### config.mk
export PLATFORM = sky130hd
export DESIGN_NAME = pe_job_sched
export DESIGN_NICKNAME = d
export VERILOG_FILES = /design/src/rtl/pe_job_sched_pkg.sv /design/src/rtl/pe_job_sched_win_loader.sv /design/src/rtl/pe_job_sched.sv
export SDC_FILE = /design/constraint.sdc
export NUM_CORES = 1
export LEC_CHECK = 0
export CORE_MARGIN = 3
export CORE_UTILIZATION = 35
export DETAILED_ROUTE_END_ITERATION = 12
export GPL_TIMING_DRIVEN = 0
export HOLD_SLACK_MARGIN = 0.15
export PLACE_DENSITY = 0.63
export SETUP_SLACK_MARGIN = 0.02
export SYNTH_ARGS = -nofsm -noshare
export SYNTH_HDL_FRONTEND = slang
export SYNTH_SLANG_ARGS = --single-unit
### constraint.sdc
create_clock -name clk -period 3.2 [get_ports clk]
set_clock_uncertainty 0.05 [all_clocks]
set_input_delay 0.64 -clock clk [delete_from_list [all_inputs] [get_ports clk]]
set_output_delay 0.64 -clock clk [all_outputs]
set_load 0.005 [all_outputs]
### src/rtl/pe_job_sched_pkg.sv
// pe_job_sched_pkg: shared widths, kernel size and scheduler state encoding
package pe_job_sched_pkg;
  localparam int DATA_WIDTH = 8;
  localparam int PE_BUFF_ADDRS_WIDTH = 4;
  localparam int WEIGHT_M = 3;
  localparam int WEIGHT_N = 3;
  localparam int KERN_LEN_DEF = WEIGHT_M * WEIGHT_N;
  typedef enum logic [2:0] {IDLE, LD_W, LD_D, GAP, START, WAIT, STORE} state_t;
  function automatic int cnt_width(input int timeout);
    return $clog2(timeout + 1);
  endfunction
endpackage

### src/rtl/pe_job_sched_win_loader.sv
// pe_win_loader: KERN_LEN-word burst from source BRAM into one PE buffer
module pe_win_loader
  import pe_job_sched_pkg::*;
#(
  parameter int DATA_W   = DATA_WIDTH,
  parameter int PE_AW    = PE_BUFF_ADDRS_WIDTH,
  parameter int KERN_LEN = KERN_LEN_DEF,
  parameter int SRC_AW   = 16
) (
  input  logic              clk,
  input  logic              rst,
  input  logic              go,
  input  logic              sel,
  input  logic [SRC_AW-1:0] base,
  output logic              src_rd,
  output logic [SRC_AW-1:0] src_addr,
  input  logic [DATA_W-1:0] src_rdata,
  output logic              pe_mem_wr,
  output logic              pe_mem_sel,
  output logic [PE_AW-1:0]  pe_mem_addrs,
  output logic [DATA_W-1:0] pe_mem_data,
  output logic              done
);
  localparam logic [PE_AW-1:0] LAST = PE_AW'(KERN_LEN - 1);
  logic [PE_AW-1:0] idx;
  // issue reads base..base+KERN_LEN-1, write each word to the PE one cycle later
  always_ff @(posedge clk) begin
    if (!rst) begin
      src_rd       <= 1'b0;
      src_addr     <= '0;
      idx          <= '0;
      pe_mem_wr    <= 1'b0;
      pe_mem_sel   <= 1'b0;
      pe_mem_addrs <= '0;
    end else begin
      pe_mem_wr    <= src_rd;
      pe_mem_addrs <= idx;
      if (go) begin
        src_rd     <= 1'b1;
        src_addr   <= base;
        idx        <= '0;
        pe_mem_sel <= sel;
      end else if (src_rd) begin
        src_rd   <= idx != LAST;
        src_addr <= src_addr + 1'b1;
        idx      <= idx + 1'b1;
      end
    end
  end
  assign pe_mem_data = pe_mem_wr ? src_rdata : '0;
  assign done        = pe_mem_wr && pe_mem_addrs == LAST;
endmodule

### src/rtl/pe_job_sched.sv
// pe_job_sched: runs one PE job: load weights/data, start, wait for done, store result
module pe_job_sched
  import pe_job_sched_pkg::*;
#(
  parameter int DATA_W   = DATA_WIDTH,
  parameter int PE_AW    = PE_BUFF_ADDRS_WIDTH,
  parameter int KERN_LEN = KERN_LEN_DEF,
  parameter int SRC_AW   = 16,
  parameter int RES_AW   = 16,
  parameter int TIMEOUT  = 64
) (
  input  logic              clk,
  input  logic              rst,
  input  logic              job_valid,
  output logic              job_ready,
  input  logic [SRC_AW-1:0] job_w_base,
  input  logic [SRC_AW-1:0] job_d_base,
  input  logic [RES_AW-1:0] job_res_addr,
  input  logic              job_reuse_w,
  output logic              src_rd,
  output logic [SRC_AW-1:0] src_addr,
  input  logic [DATA_W-1:0] src_rdata,
  output logic              pe_mem_wr,
  output logic              pe_mem_sel,
  output logic [PE_AW-1:0]  pe_mem_addrs,
  output logic [DATA_W-1:0] pe_mem_data,
  output logic              pe_start,
  input  logic              pe_done,
  input  logic [DATA_W-1:0] pe_data_out,
  output logic              res_wr,
  output logic [RES_AW-1:0] res_addr,
  output logic [DATA_W-1:0] res_data,
  output logic              job_done,
  output logic              err
);
  localparam int CW = cnt_width(TIMEOUT);
  state_t            state;
  logic              w_valid, accept, skip_w, ld_go, ld_sel, ld_done;
  logic [SRC_AW-1:0] d_base, ld_base;
  logic [RES_AW-1:0] res_q;
  logic [CW-1:0]     cnt;
  assign accept  = state == IDLE && job_valid && job_ready;
  assign skip_w  = job_reuse_w && w_valid;
  assign ld_go   = accept || (state == LD_W && ld_done);
  assign ld_sel  = state == IDLE ? skip_w : 1'b1;
  assign ld_base = state == IDLE ? (skip_w ? job_d_base : job_w_base) : d_base;
  pe_win_loader #(
    .DATA_W(DATA_W), .PE_AW(PE_AW), .KERN_LEN(KERN_LEN), .SRC_AW(SRC_AW)
  ) u_loader (
    .clk(clk), .rst(rst), .go(ld_go), .sel(ld_sel), .base(ld_base),
    .src_rd(src_rd), .src_addr(src_addr), .src_rdata(src_rdata),
    .pe_mem_wr(pe_mem_wr), .pe_mem_sel(pe_mem_sel), .pe_mem_addrs(pe_mem_addrs),
    .pe_mem_data(pe_mem_data), .done(ld_done)
  );
  // job sequencing FSM; cnt times both the GAP and the WAIT timeout
  always_ff @(posedge clk) begin
    if (!rst) begin
      state     <= IDLE;
      w_valid   <= 1'b0;
      job_ready <= 1'b0;
      pe_start  <= 1'b0;
      res_wr    <= 1'b0;
      res_addr  <= '0;
      res_data  <= '0;
      job_done  <= 1'b0;
      err       <= 1'b0;
      cnt       <= '0;
      d_base    <= '0;
      res_q     <= '0;
    end else begin
      pe_start <= 1'b0;
      res_wr   <= 1'b0;
      job_done <= 1'b0;
      case (state)
        IDLE: begin
          job_ready <= !accept;
          if (accept) begin
            d_base <= job_d_base;
            res_q  <= job_res_addr;
            state  <= skip_w ? LD_D : LD_W;
          end
        end
        LD_W: if (ld_done) begin
          w_valid <= 1'b1;
          state   <= LD_D;
        end
        LD_D: if (ld_done) begin
          cnt   <= '0;
          state <= GAP;
        end
        GAP: begin
          cnt <= cnt + 1'b1;
          if (cnt == CW'(1)) begin
            pe_start <= 1'b1;
            state    <= START;
          end
        end
        START: begin
          cnt   <= '0;
          state <= WAIT;
        end
        WAIT: begin
          if (pe_done) begin
            res_wr   <= 1'b1;
            res_addr <= res_q;
            res_data <= pe_data_out;
            job_done <= 1'b1;
            state    <= STORE;
          end else if (cnt == CW'(TIMEOUT - 1)) begin
            err       <= 1'b1;
            job_done  <= 1'b1;
            job_ready <= 1'b1;
            state     <= IDLE;
          end else begin
            cnt <= cnt + 1'b1;
          end
        end
        STORE: begin
          res_addr  <= '0;
          res_data  <= '0;
          job_ready <= 1'b1;
          state     <= IDLE;
        end
        default: state <= IDLE;
      endcase
    end
  end
endmodule

### Yosys cells after proc, flatten, opt, wreduce, memory -nomap -nowiden

Cells that the tools add are included.

* bits in registers: 99
* logic and storage cells: 95

* add/sub/neg operators: 3
* equal/unequal tests: 19
* muxes and demuxes: 31
* bitwise gates (word level): 2
* reductions and logical operators: 22

Operators with widths (number)
* $mux 16: 5
* $pmux 16 s2: 1
* $pmux 7 s4: 1
* $mux 7: 3
* $mux 3: 6
* $pmux 3 s6: 1
* $add 16x1->16 const B: 1
* $mux 8: 2
* $ne 2x2->1 const B: 8
* $pmux 8 s2: 1
* $reduce_and 2->1: 5
* $eq 3x3->1 const B: 3
* $mux 1: 9
* $add 7x1->7 const B: 1
* $eq 7x1->1 const B: 1
* $eq 7x6->1 const B: 1
* $eq 3x2->1 const B: 2
* $reduce_and 3->1: 2
* $logic_and 1x1->1: 5
* $reduce_and 5->1: 1
* $add 4x1->4 const B: 1
* $eq 4x4->1 const B: 1
* $ne 4x4->1 const B: 1
* $reduce_and 4->1: 1
* 12 further kinds: 14

### Logic depth before layout (Yosys ltp)

* word-level depth: 5
* gate-level depth with buffers: 7
* depth with buffers taken out: 5

### Cells and area by module

Synthesis repeated with hierarchy kept, for this count alone.

* cells, all modules: 552
* area total of the unflattened synthesis: 4600.7 um^2

Modules (own cells, without submodules)
* pe_job_sched: times used 1, cells each 400, area an instance 3275.6 um^2, sequential area each 1441.4 um^2
* pe_win_loader: times used 1, cells each 152, area an instance 1325.0 um^2, sequential area each 540.5 um^2

### Worst setup path before layout

Ideal clock, no wire load.

* path type: input to register
* start point: in job_reuse_w
* end point: reg u_loader.src_addr[3]
* setup time: 115 ps
* arrival time: 1703 ps
* data required time: 3035 ps
* path slack: 1333 ps
* stages: 5
* buffers on the path: 1
* cell sequence: nand2_1 > buf_2 > mux2i_1 > a221oi_1 > o21a_1

* longest elaborated chain between the ends: 4

Ends and longest elaborated chain
* start: declaration: RTL line pe_job_sched.sv:19 `input logic job_reuse_w,`
* $logic_and 1x1->1: RTL line pe_job_sched.sv:43 `assign skip_w = job_reuse_w && w_valid;`
* $mux 16 (2 in a row): RTL line pe_job_sched.sv:46 `assign ld_base = state == IDLE ? (skip_w ? job_d_base : job_w_base) : d_base;`
* $mux 16: RTL line pe_job_sched_win_loader.sv:38 `if (go) begin`
* end signal: assignment: RTL line pe_job_sched_win_loader.sv:40 `src_addr <= base;`
* end signal: assignment: RTL line pe_job_sched_win_loader.sv:45 `src_addr <= src_addr + 1'b1;`
* end: declaration: RTL line pe_job_sched_win_loader.sv:16 `output logic [SRC_AW-1:0] src_addr,`

Every way passes these cells.
A chain may end at the register's enable or synchronous reset.

### Worst setup path after layout

* start point: in job_valid
* end point: reg d_base[4]

* longest elaborated chain between the ends: 3

Ends and longest elaborated chain
* start: declaration: RTL line pe_job_sched.sv:14 `input logic job_valid,`
* $logic_and 1x1->1 (2 in a row): RTL line pe_job_sched.sv:42 `assign accept = state == IDLE && job_valid && job_ready;`
* $reduce_and 2->1 (no line)
* end signal: assignment: RTL line pe_job_sched.sv:78 `d_base <= job_d_base;`
* end: declaration: RTL line pe_job_sched.sv:39 `logic [SRC_AW-1:0] d_base, ld_base;`

Every way passes these cells.

==> impl_metrics.json <==
{
  "outcome": "complete, no violations",
  "cts_hold_buf": 0,
  "ant_nets": 0,
  "vias": 4505,
  "dr_wl_met2_um": 6590,
  "switching_share": 0.282,
  "grt_max_degree": 19,
  "ir_worst_vdd_uv": 228,
  "synth.top_cell.area_share": 0.434,
  "slew_headroom": 0.469,
  "highest_layer": "met4",
  "timing.final.ws_setup_ns": 0.736,
  "dieArea_um2": 14500,
  "fill_cells": 1235,
  "design_area_um2": 6350,
  "hp-class": "register to register",
  "synth_nets": 620,
  "p_total_mw": 2.91,
  "place.gp.congestion": 0.844,
  "grtUsageTotal": 0.195,
  "final_common_cell": "clkdlybuf4s50_1",
  "clkPwrFrac": 0.360,
  "drtIter0Drc": 280,
  "std_cell_rows": 41,
  "post_cts_resized": 0,
  "cts_buffers": 9,
  "cts_tree": "done",
  "post_drt_wl_per_cell_um": 16.2,
  "synthArstFlopShare": 0,
  "crit_required_ns": 3.42,
  "cts.path.max_buffers": 2,
  "layout_common_cells": "128 x clkdlybuf4s50_1, 115 x nand2_1, 99 x dfxtp_1",
  "max_slew.worst_pin.slew_ns": 0.791,
  "route.layer.met1.wl_um": 6250,
  "synth_edf_count": 0,
  "antenna_found_initial": 0,
  "powerDensity_nw_per_um2": 458,
  "final_max_slew_viol_count": 0,
  "cts-root-buf": "clkbuf_16",
  "cp-start-kind": "input port",
  "yosys-top-cells-area": "dfxtp_1 43%, nand2_1 9.5%, a21oi_1 5.3%",
  "synth_cells": 546,
  "fin_tns_setup_ns": 0,
  "ys_types": 55,
  "synth.largest_area_cell": "dfxtp_1",
  "clkSinkCount": 99,
  "antenna_cells": 0,
  "p_int_mw": 2.09,
  "period_share": 0.770,
  "fp.dieW_um": 120,
  "synth_area_um2": 4570,
  "yosysWarnings": 0,
  "reg2reg_from": "state[0]$_SDFFE_PN0P_",
  "timing.fmax_ghz": 0.406,
  "cp_max_fo": 10,
  "cp-end-kind": "register",
  "syn_to_final_growth_pct": 39.0,
  "clk_pin_slew_worst_paths_ns": 0.07,
  "critPathArrivalTime_ns": 2.69,
  "core_region_area_um2": 12700,
  "first_pass_iters": 4,
  "synth-seq-area-share": 0.434,
  "nets": 759,
  "place_area_um2": 6060,
  "crit_type": "input port to register",
  "final_hold_viol_count": 0,
  "period_needed_ns": 2.46,
  "synth.avg_cell_area_um2": 8.36,
  "grt_pass1_vias": 4326,
  "routed-wl-met3_um": 815,
  "max_cap_violations": 0,
  "port_buffers": 128,
  "hpwl_um": 10600,
  "drc": 0,
  "initial_core_util": 0.360,
  "grt_pass1_wl_um": 22500,
  "dominantRegCellSynth": "dfxtp_1",
  "grt_overflow": 0,
  "cts_setup_buffers": 0,
  "hp-start": "res_q[3]$_SDFFE_PN0P_",
  "io_pins": 129,
  "leakage_nw": 2.33,
  "insertion_delay_ns": 0.35,
  "setup_viol": 0,
  "final_layout_size_suffix_gt1_frac": 0.0623,
  "htree_levels": 3,
  "p_seq_frac": 0.471,
  "viasPerCell": 5.23,
  "p_sw_uw": 819,
  "die_y_um": 120,
  "crit_start": "job_valid",
  "post-place-ws_ns": 0.392,
  "rsz0062_at_grt": "no",
  "routed_wirelength_um": 13900,
  "comb_power_share": 0.169,
  "synth_seq_cells": 99
}
-- metal layers --
| layer | track usage | vias up |
|---|---|---|
| li1 | - | 2211 |
| met1 | 0.255 | 2133 |
| met2 | 0.318 | 143 |
| met3 | 0.0388 | 18 |
| met4 | 0.0751 | 0 |
| met5 | 0 | - |
-- Yosys cell counts (all sizes together), types with 2 or more instances --
master     n
a22oi     18
o2111ai    5
nor4       3
xor2       6
nand4      7
a21oi     48
nor3      12
mux2i     20
o211a      5
clkbuf    28
nor4b      3
nand2    115
o221a     11
buf       11
nand4b     2
o21ai     10
nor2      36
a2bb2oi    2
and4       2
a311oi     3
nand3b     4
xnor2     10
a211oi     8
nor2b      2
or3        5
and2      11
ha         5
and3       5
inv       12
o211ai     2
o21a       7
nand3     13
dfxtp     99
-- through the flow --
step	cells	hold WS, ns	util
floorplan	546	0.382	-
global placement	846	0.393	0.479
detailed placement	846	0.397	0.479
CTS	862	0.408	0.501
global route	862	0.420	0.501
finish	862	0.404	0.501
-- state kept, by name (all words and copies together) (netlist names), 3 cells and up --
| name | flops |
|---|---|
| cnt | 7 |
| d_base | 16 |
| res_addr | 16 |
| res_data | 8 |
| res_q | 16 |
| state | 3 |
| u_loader.idx | 4 |
| u_loader.pe_mem_addrs | 4 |
| u_loader.src_addr | 16 |
-- power by group through the flow --
stage | combinational (mW) | clock, mW | sequential (mW)
floorplan | 0.252 | 0 | 1.38
global placement | 0.484 | 0 | 1.40
detailed placement | 0.490 | 0 | 1.40
CTS | 0.493 | 1.07 | 1.37
global route | 0.539 | 1.12 | 1.38
finish | 0.492 | 1.05 | 1.37
-- worst paths after layout --
path	slack, ns	end	depth (start not counted)
worst max register to register	0.94	res_addr[15]$_SDFFE_PN0P_	5
worst min register to register	0.40	res_addr[3]$_SDFFE_PN0P_	2
worst max-delay path	0.74	d_base[4]$_SDFFE_PN0P_	7
worst min-delay path	0.40	res_addr[3]$_SDFFE_PN0P_	2
-- critical path, stage by stage --
cell	delay (ns)
clkdlybuf4s50_1	0.46
nand3b_1	0.18
nor3_2	0.55
buf_2	0.36
buf_2	0.28
nand2_1	0.08
a21oi_1	0.14
-- final cells by class --
type / count / area [um2] / share of cell area
Multi-Input combinational cell: 396 / 2380 / 0.375
Sequential cell: 99 / 1980 / 0.312
Timing Repair Buffer: 128 / 1280 / 0.202
Clock buffer: 9 / 225 / 0.0355
Tap cell: 172 / 215 / 0.0339
Buffer: 39 / 158 / 0.0248
Clock inverter: 7 / 58.8 / 0.00926
Inverter: 12 / 45.0 / 0.00710
-- kinds of logic (layout without fill, tap and decap cells) --
kind of cell / after synthesis / count (layout) / share of synthesized area
AND/OR/NAND/NOR: 227 / 227 / 0.236
AO/OA/AOI/OAI: 127 / 127 / 0.195
flip-flops: 99 / 99 / 0.434
buffers and inverters: 51 / 195 / 0.0444
multiplexers: 21 / 21 / 0.0463
XOR/XNOR: 16 / 16 / 0.0307
adder cells (fa/ha/maj): 5 / 5 / 0.0137
(Power assumes the default switching activity.)
